### src/rtl/sha256_pkg.sv
// Shared SHA-256 definitions: standard sizes, small-sigma rotate/shift amounts,
// the message-schedule FSM encoding and a rotate-right helper.
package sha256_pkg;

    localparam int unsigned NUM_ROUNDS = 64;
    localparam int unsigned WORD_W     = 32;

    // small sigma 0: ROTR7 ^ ROTR18 ^ SHR3
    localparam int unsigned S0_ROT_A = 7;
    localparam int unsigned S0_ROT_B = 18;
    localparam int unsigned S0_SHR   = 3;
    // small sigma 1: ROTR17 ^ ROTR19 ^ SHR10
    localparam int unsigned S1_ROT_A = 17;
    localparam int unsigned S1_ROT_B = 19;
    localparam int unsigned S1_SHR   = 10;

    typedef enum logic [1:0] {
        IDLE = 2'd0,
        INIT = 2'd1,
        RUN  = 2'd2,
        DONE = 2'd3
    } state_e;

    function automatic logic [WORD_W-1:0] rotr(input logic [WORD_W-1:0] x,
                                               input int unsigned n);
        return (x >> n) | (x << (WORD_W - n));
    endfunction

endpackage

### src/rtl/sha256_small_sigma.sv
// SHA-256 small sigma functions, purely combinational.
// Ports:
//   x_i  : 32-bit input word
//   s0_o : ROTR7(x) ^ ROTR18(x) ^ SHR3(x)
//   s1_o : ROTR17(x) ^ ROTR19(x) ^ SHR10(x)
module sha256_small_sigma
    import sha256_pkg::*;
(
    input  logic [WORD_W-1:0] x_i,
    output logic [WORD_W-1:0] s0_o,
    output logic [WORD_W-1:0] s1_o
);

    assign s0_o = rotr(x_i, S0_ROT_A) ^ rotr(x_i, S0_ROT_B) ^ (x_i >> S0_SHR);
    assign s1_o = rotr(x_i, S1_ROT_A) ^ rotr(x_i, S1_ROT_B) ^ (x_i >> S1_SHR);

endmodule

### src/rtl/sha256_msg_schedule.sv
// SHA-256 message-schedule expander. Captures one 512-bit block into a 16-word
// sliding window and streams W[0..63] with a valid/ready handshake; pulses
// load_init one cycle before the first word and done after W[63] transfers.
// Ports:
//   clk, rst            : clock, synchronous active-high reset
//   start, block_in     : begin a block (sampled only when idle), padded block
//   busy, load_init     : block in progress, load-H strobe for working registers
//   w_valid, w_ready    : schedule word handshake
//   w_out, round_idx    : current schedule word and its index t
//   done                : one-cycle pulse after the last word
module sha256_msg_schedule
    import sha256_pkg::*;
(
    input  logic              clk,
    input  logic              rst,
    input  logic              start,
    input  logic [511:0]      block_in,
    output logic              busy,
    output logic              load_init,
    output logic              w_valid,
    input  logic              w_ready,
    output logic [WORD_W-1:0] w_out,
    output logic [5:0]        round_idx,
    output logic              done
);

    localparam logic [5:0] LAST_ROUND = 6'(NUM_ROUNDS - 1);

    state_e            state_q, state_d;
    logic [WORD_W-1:0] win_q [16];
    logic [WORD_W-1:0] win_d [16];
    logic [5:0]        cnt_q, cnt_d;
    logic              busy_q, busy_d;
    logic              load_init_q, load_init_d;
    logic              w_valid_q, w_valid_d;
    logic              done_q, done_d;

    logic [WORD_W-1:0] s0_s, s1_s, w_new_s;
    logic [WORD_W-1:0] s1_unused_s, s0_unused_s;

    // s0 is needed on w[1], s1 on w[14]; the other output of each copy is dropped
    sha256_small_sigma u_sigma_lo (
        .x_i  (win_q[1]),
        .s0_o (s0_s),
        .s1_o (s1_unused_s)
    );

    sha256_small_sigma u_sigma_hi (
        .x_i  (win_q[14]),
        .s0_o (s0_unused_s),
        .s1_o (s1_s)
    );

    // W[t+16] from the current window holding W[t..t+15]; wraps at 32 bits
    assign w_new_s = s1_s + win_q[9] + s0_s + win_q[0];

    // Next-state, window shift, round counter and next registered outputs
    always_comb begin
        state_d = state_q;
        win_d   = win_q;
        cnt_d   = cnt_q;
        case (state_q)
            IDLE: begin
                if (start) begin
                    for (int i = 0; i < 16; i++) begin
                        win_d[i] = block_in[511 - 32 * i -: 32];
                    end
                    cnt_d   = 6'd0;
                    state_d = INIT;
                end else begin
                    state_d = IDLE;
                end
            end
            INIT: begin
                state_d = RUN;
            end
            RUN: begin
                if (w_ready) begin
                    for (int i = 0; i < 15; i++) begin
                        win_d[i] = win_q[i + 1];
                    end
                    win_d[15] = w_new_s;
                    cnt_d     = cnt_q + 6'd1;
                    if (cnt_q == LAST_ROUND) begin
                        state_d = DONE;
                    end else begin
                        state_d = RUN;
                    end
                end else begin
                    state_d = RUN;
                end
            end
            DONE: begin
                state_d = IDLE;
            end
            default: begin
                state_d = IDLE;
            end
        endcase

        // flags are decoded from the next state so they leave straight from flops
        busy_d      = (state_d != IDLE);
        load_init_d = (state_d == INIT);
        w_valid_d   = (state_d == RUN);
        done_d      = (state_d == DONE);
    end

    // State, window, counter and output flag registers
    always_ff @(posedge clk) begin
        if (rst) begin
            state_q     <= IDLE;
            cnt_q       <= 6'd0;
            busy_q      <= 1'b0;
            load_init_q <= 1'b0;
            w_valid_q   <= 1'b0;
            done_q      <= 1'b0;
            for (int i = 0; i < 16; i++) begin
                win_q[i] <= {WORD_W{1'b0}};
            end
        end else begin
            state_q     <= state_d;
            cnt_q       <= cnt_d;
            busy_q      <= busy_d;
            load_init_q <= load_init_d;
            w_valid_q   <= w_valid_d;
            done_q      <= done_d;
            for (int i = 0; i < 16; i++) begin
                win_q[i] <= win_d[i];
            end
        end
    end

    assign busy      = busy_q;
    assign load_init = load_init_q;
    assign w_valid   = w_valid_q;
    assign done      = done_q;
    assign w_out     = win_q[0];
    assign round_idx = cnt_q;

endmodule

### config.mk
export PLATFORM = sky130hd
export DESIGN_NAME = sha256_msg_schedule
export DESIGN_NICKNAME = d
export VERILOG_FILES = /design/src/rtl/sha256_pkg.sv /design/src/rtl/sha256_small_sigma.sv /design/src/rtl/sha256_msg_schedule.sv
export SDC_FILE = /design/constraint.sdc
export NUM_CORES = 2
export LEC_CHECK = 0
export BUFFER_PORTS_ARGS = -buffer_cell sky130_fd_sc_hd__buf_2
export CORE_MARGIN = 2
export CORE_UTILIZATION = 30
export DETAILED_ROUTE_END_ITERATION = 16
export GPL_ROUTABILITY_DRIVEN = 0
export PLACE_DENSITY_LB_ADDON = 0.05
export SETUP_SLACK_MARGIN = 0.05
export SLEW_MARGIN = 0
export SYNTH_ARGS = -nofsm -noshare
export SYNTH_HDL_FRONTEND = slang
export SYNTH_SLANG_ARGS = --single-unit
### constraint.sdc
create_clock -name clk -period 4.6 [get_ports clk]
set_input_delay 0.92 -clock clk [delete_from_list [all_inputs] [get_ports clk]]
set_output_delay 0.92 -clock clk [all_outputs]
set_load 0.03 [all_outputs]
==> results.tsv <==
metric	value	unit
drt_first_pass_iters	7	
end_kind	flop	
synthCells	2974	
num_io_pins	558	
crit_path_end	win_q[26]	
fin_crit_sh	0.959	
grt_overflow_total	0	
timing.rr.start	win_q[468]	
cts_root_buf	clkbuf_16	
synth_cell_type_count	56	
multi_input_area	15200	um2
via_count	23100	
antenna_found_initial	62	
hold_buffers	0	
nets	3964	
crit_type	reg2reg	
cp-start-kind	flop	
rows	110	
insertion_delay	0.62	ns
rsz0062_at_grt	false	
cap_violations	0	
postCtsSetupBuffers	0	
slew_headroom	0.259	
syn_area_per_cell	9.21	um2
ys_ff_latch	524	
fillers	9409	
fmax	227	MHz
r2r_cells	13	
worst_pin_slew	1.11	ns
skew	0.0219	ns
numCtsBuffers	66	
die_h	306	um
yosys_warnings	0	
crit_required	5.12	ns
crit_path_start	win_q[468]	
numClockSinks	524	
syn_area	27400	um2
ys.flop_type	dfxtp_1	
wire_per_inst	24.8	um
hold_path_class	reg2reg	
synthToLayoutAreaGrowth	21.6	%
grt_pass1_wl	162	mm
grt_max_degree	177	
ff_latch_area	10500	um2
grt_pass1_vias	23200	
pwr_density_cell	639	nW/um2
cts.clk_slew.worst_paths	0.06	ns
dieArea	93700	um2
htree_levels	3	
hold_viol_final	0	
period_needed	4.41	ns
finalPower	21300	uW
power_leakage	0.0133	uW
final-setup-viol-count	0	
grt_use_total	0.237	
fp.coreArea	90300	um2
tritoncts	done	
fin_setup_tns	0	ns
drt_iter0_drc	1506	
async_flop_share	0	
dieWidth	306	um
synth-edff-count	0	
antenna_left	0	
placement.io_buffers	557	
drc	0	
routed_wl	114	mm
synthesis.nets	3586	
irDropWorstVdd	469	uV
ys_seq_area_frac	0.383	
dp.final_hpwl	88.7	mm
slew_viol_final	0	
cts.path.max_buffers	3	
rrSetupSlack	0.19	ns
path_max_fanout	5	
drive_gt1_frac	0.216	
status	finished clean	
placedInstanceArea	31000	um2
drt-vias-per-instance	5.03	
initial_utilization	0.303	
worstPathArrival	4.94	ns
design_area	33300	um2
crit-reg2reg-capture	win_q[26]	
==> timing repair <==
action | CTS | global route
resized for setup | 0 | 4
setup endpoints to repair | 0 | 6
hold endpoints to repair | 0 | 0
==> synthesized netlist by cell type, types with 3 or more instances <==
| master | number | area share |
|---|---|---|
| a211oi_1 | 503 | 0.14 |
| a21o_1 | 17 | 0.0047 |
| a21oi_1 | 60 | 0.011 |
| a221oi_1 | 6 | 0.0019 |
| a31oi_1 | 3 | 0.00069 |
| and2_1 | 4 | 0.00091 |
| and3_1 | 12 | 0.0027 |
| buf_1 | 4 | 0.00055 |
| buf_4 | 32 | 0.0088 |
| clkbuf_1 | 268 | 0.037 |
| dfxtp_1 | 524 | 0.38 |
| fa_1 | 62 | 0.045 |
| ha_1 | 34 | 0.016 |
| inv_1 | 129 | 0.018 |
| mux2i_1 | 490 | 0.18 |
| nand2_1 | 37 | 0.0051 |
| nand2b_1 | 7 | 0.0016 |
| nand3_1 | 11 | 0.0020 |
| nand4_1 | 7 | 0.0016 |
| nor2_1 | 525 | 0.072 |
| nor2b_1 | 3 | 0.00069 |
| nor3_1 | 5 | 0.00091 |
| nor4_1 | 4 | 0.00091 |
| o211ai_1 | 6 | 0.0016 |
| o21a_1 | 4 | 0.0011 |
| o21ai_0 | 29 | 0.0053 |
| o21bai_1 | 5 | 0.0014 |
| o22ai_1 | 4 | 0.00091 |
| or3_1 | 5 | 0.0011 |
| xnor2_1 | 81 | 0.026 |
| xor2_1 | 59 | 0.019 |
==> worst max-delay path, stage by stage, from the launching register on <==
cell,delay [ns]
dfxtp_1,0.49
xor2_1,0.23
xnor2_1,0.18
fa_1,0.47
fa_1,0.50
inv_1,0.07
ha_1,0.29
a211oi_1,0.39
o21ai_1,0.16
a221o_1,0.40
a311oi_4,0.45
a211oi_4,0.16
mux2_4,0.33
a211oi_2,0.20
==> area by class of cell <==
| type | instances | share of cell area |
|---|---|---|
| clock inverter | 20 | 0.00732 |
| timing repair buffer | 616 | 0.103 |
| antenna | 19 | 0.00143 |
| multi-input combinational | 2015 | 0.456 |
| sequential | 524 | 0.315 |
| clock buffer | 96 | 0.0591 |
| inverter | 129 | 0.0145 |
| tap | 1176 | 0.0442 |
==> worst min-delay path by stage <==
| stage | start | endpoint | slack [ns] | cells past startpoint |
|---|---|---|---|---|
| finish | win_q[24] | win_q[24] | 0.48 | 2 |
| global route | win_q[24] | win_q[24] | 0.51 | 2 |
| CTS | win_q[3] | win_q[3] | 0.49 | 2 |
| detailed placement | win_q[3] | win_q[3] | 0.47 | 2 |
| global placement | win_q[3] | win_q[3] | 0.44 | 2 |
| floorplan | win_q[3] | win_q[3] | 0.43 | 2 |
==> report_power, final <==
group	internal, uW	leakage, uW	switching, uW
Combinational	3780	0.00781	6180
Clock	3200	0.00110	2160
Sequential	5310	0.00435	649
==> flip-flops by register name, summed over array words and instances (netlist names) <==
signal / flops
state_q: 2
win_q: 480
load_init: 1
round_idx: 6
done: 1
busy: 1
w_out: 32
w_valid: 1
==> per-stage QoR <==
| stage | utilization | hold slack, ns | cells | setup slack (ns) |
|---|---|---|---|---|
| after floorplan | - | 0.432 | 2974 | 0.620 |
| after global placement | 0.344 | 0.443 | 4460 | 0.208 |
| after detailed placement | 0.344 | 0.472 | 4460 | 0.153 |
| after CTS | 0.368 | 0.487 | 4576 | 0.0775 |
| after global routing | 0.369 | 0.508 | 4587 | 0.0859 |
| final | 0.369 | 0.485 | 4595 | 0.187 |
==> per-layer routing <==
layer | track usage | wire length (um)
met3 | 0.0708 | 8170
met2 | 0.380 | 52600
met4 | 0.0724 | 3330
met1 | 0.305 | 49700
met5 | 0 | 385
==> layout by cell type (no fill, tap or decap), drive strengths merged, types with 5 or more instances in the layout <==
cell type,synthesis,final
buf,38,616
nor2,525,525
dfxtp,524,524
a211oi,505,505
mux2i,490,490
inv,129,131
clkbuf,268,96
xnor2,81,81
fa,62,62
a21oi,60,60
xor2,59,59
nand2,37,37
ha,34,34
o21ai,30,30
diode,0,19
a21o,17,17
clkinv,0,14
and3,12,12
nand3,11,11
nand4,7,7
nand2b,7,7
o211ai,6,6
a221oi,6,6
nor3,5,5
o21bai,5,5
or3,5,5
==> kinds of logic after synthesis <==
| family | synth area share |
|---|---|
| xor+xnor | 0.0448 |
| buf+inv | 0.0641 |
| fa+ha+maj | 0.0608 |
| mux | 0.180 |
| compound gates | 0.175 |
| flops | 0.383 |
| simple gates | 0.0916 |
(Power assumes the default switching activity.)
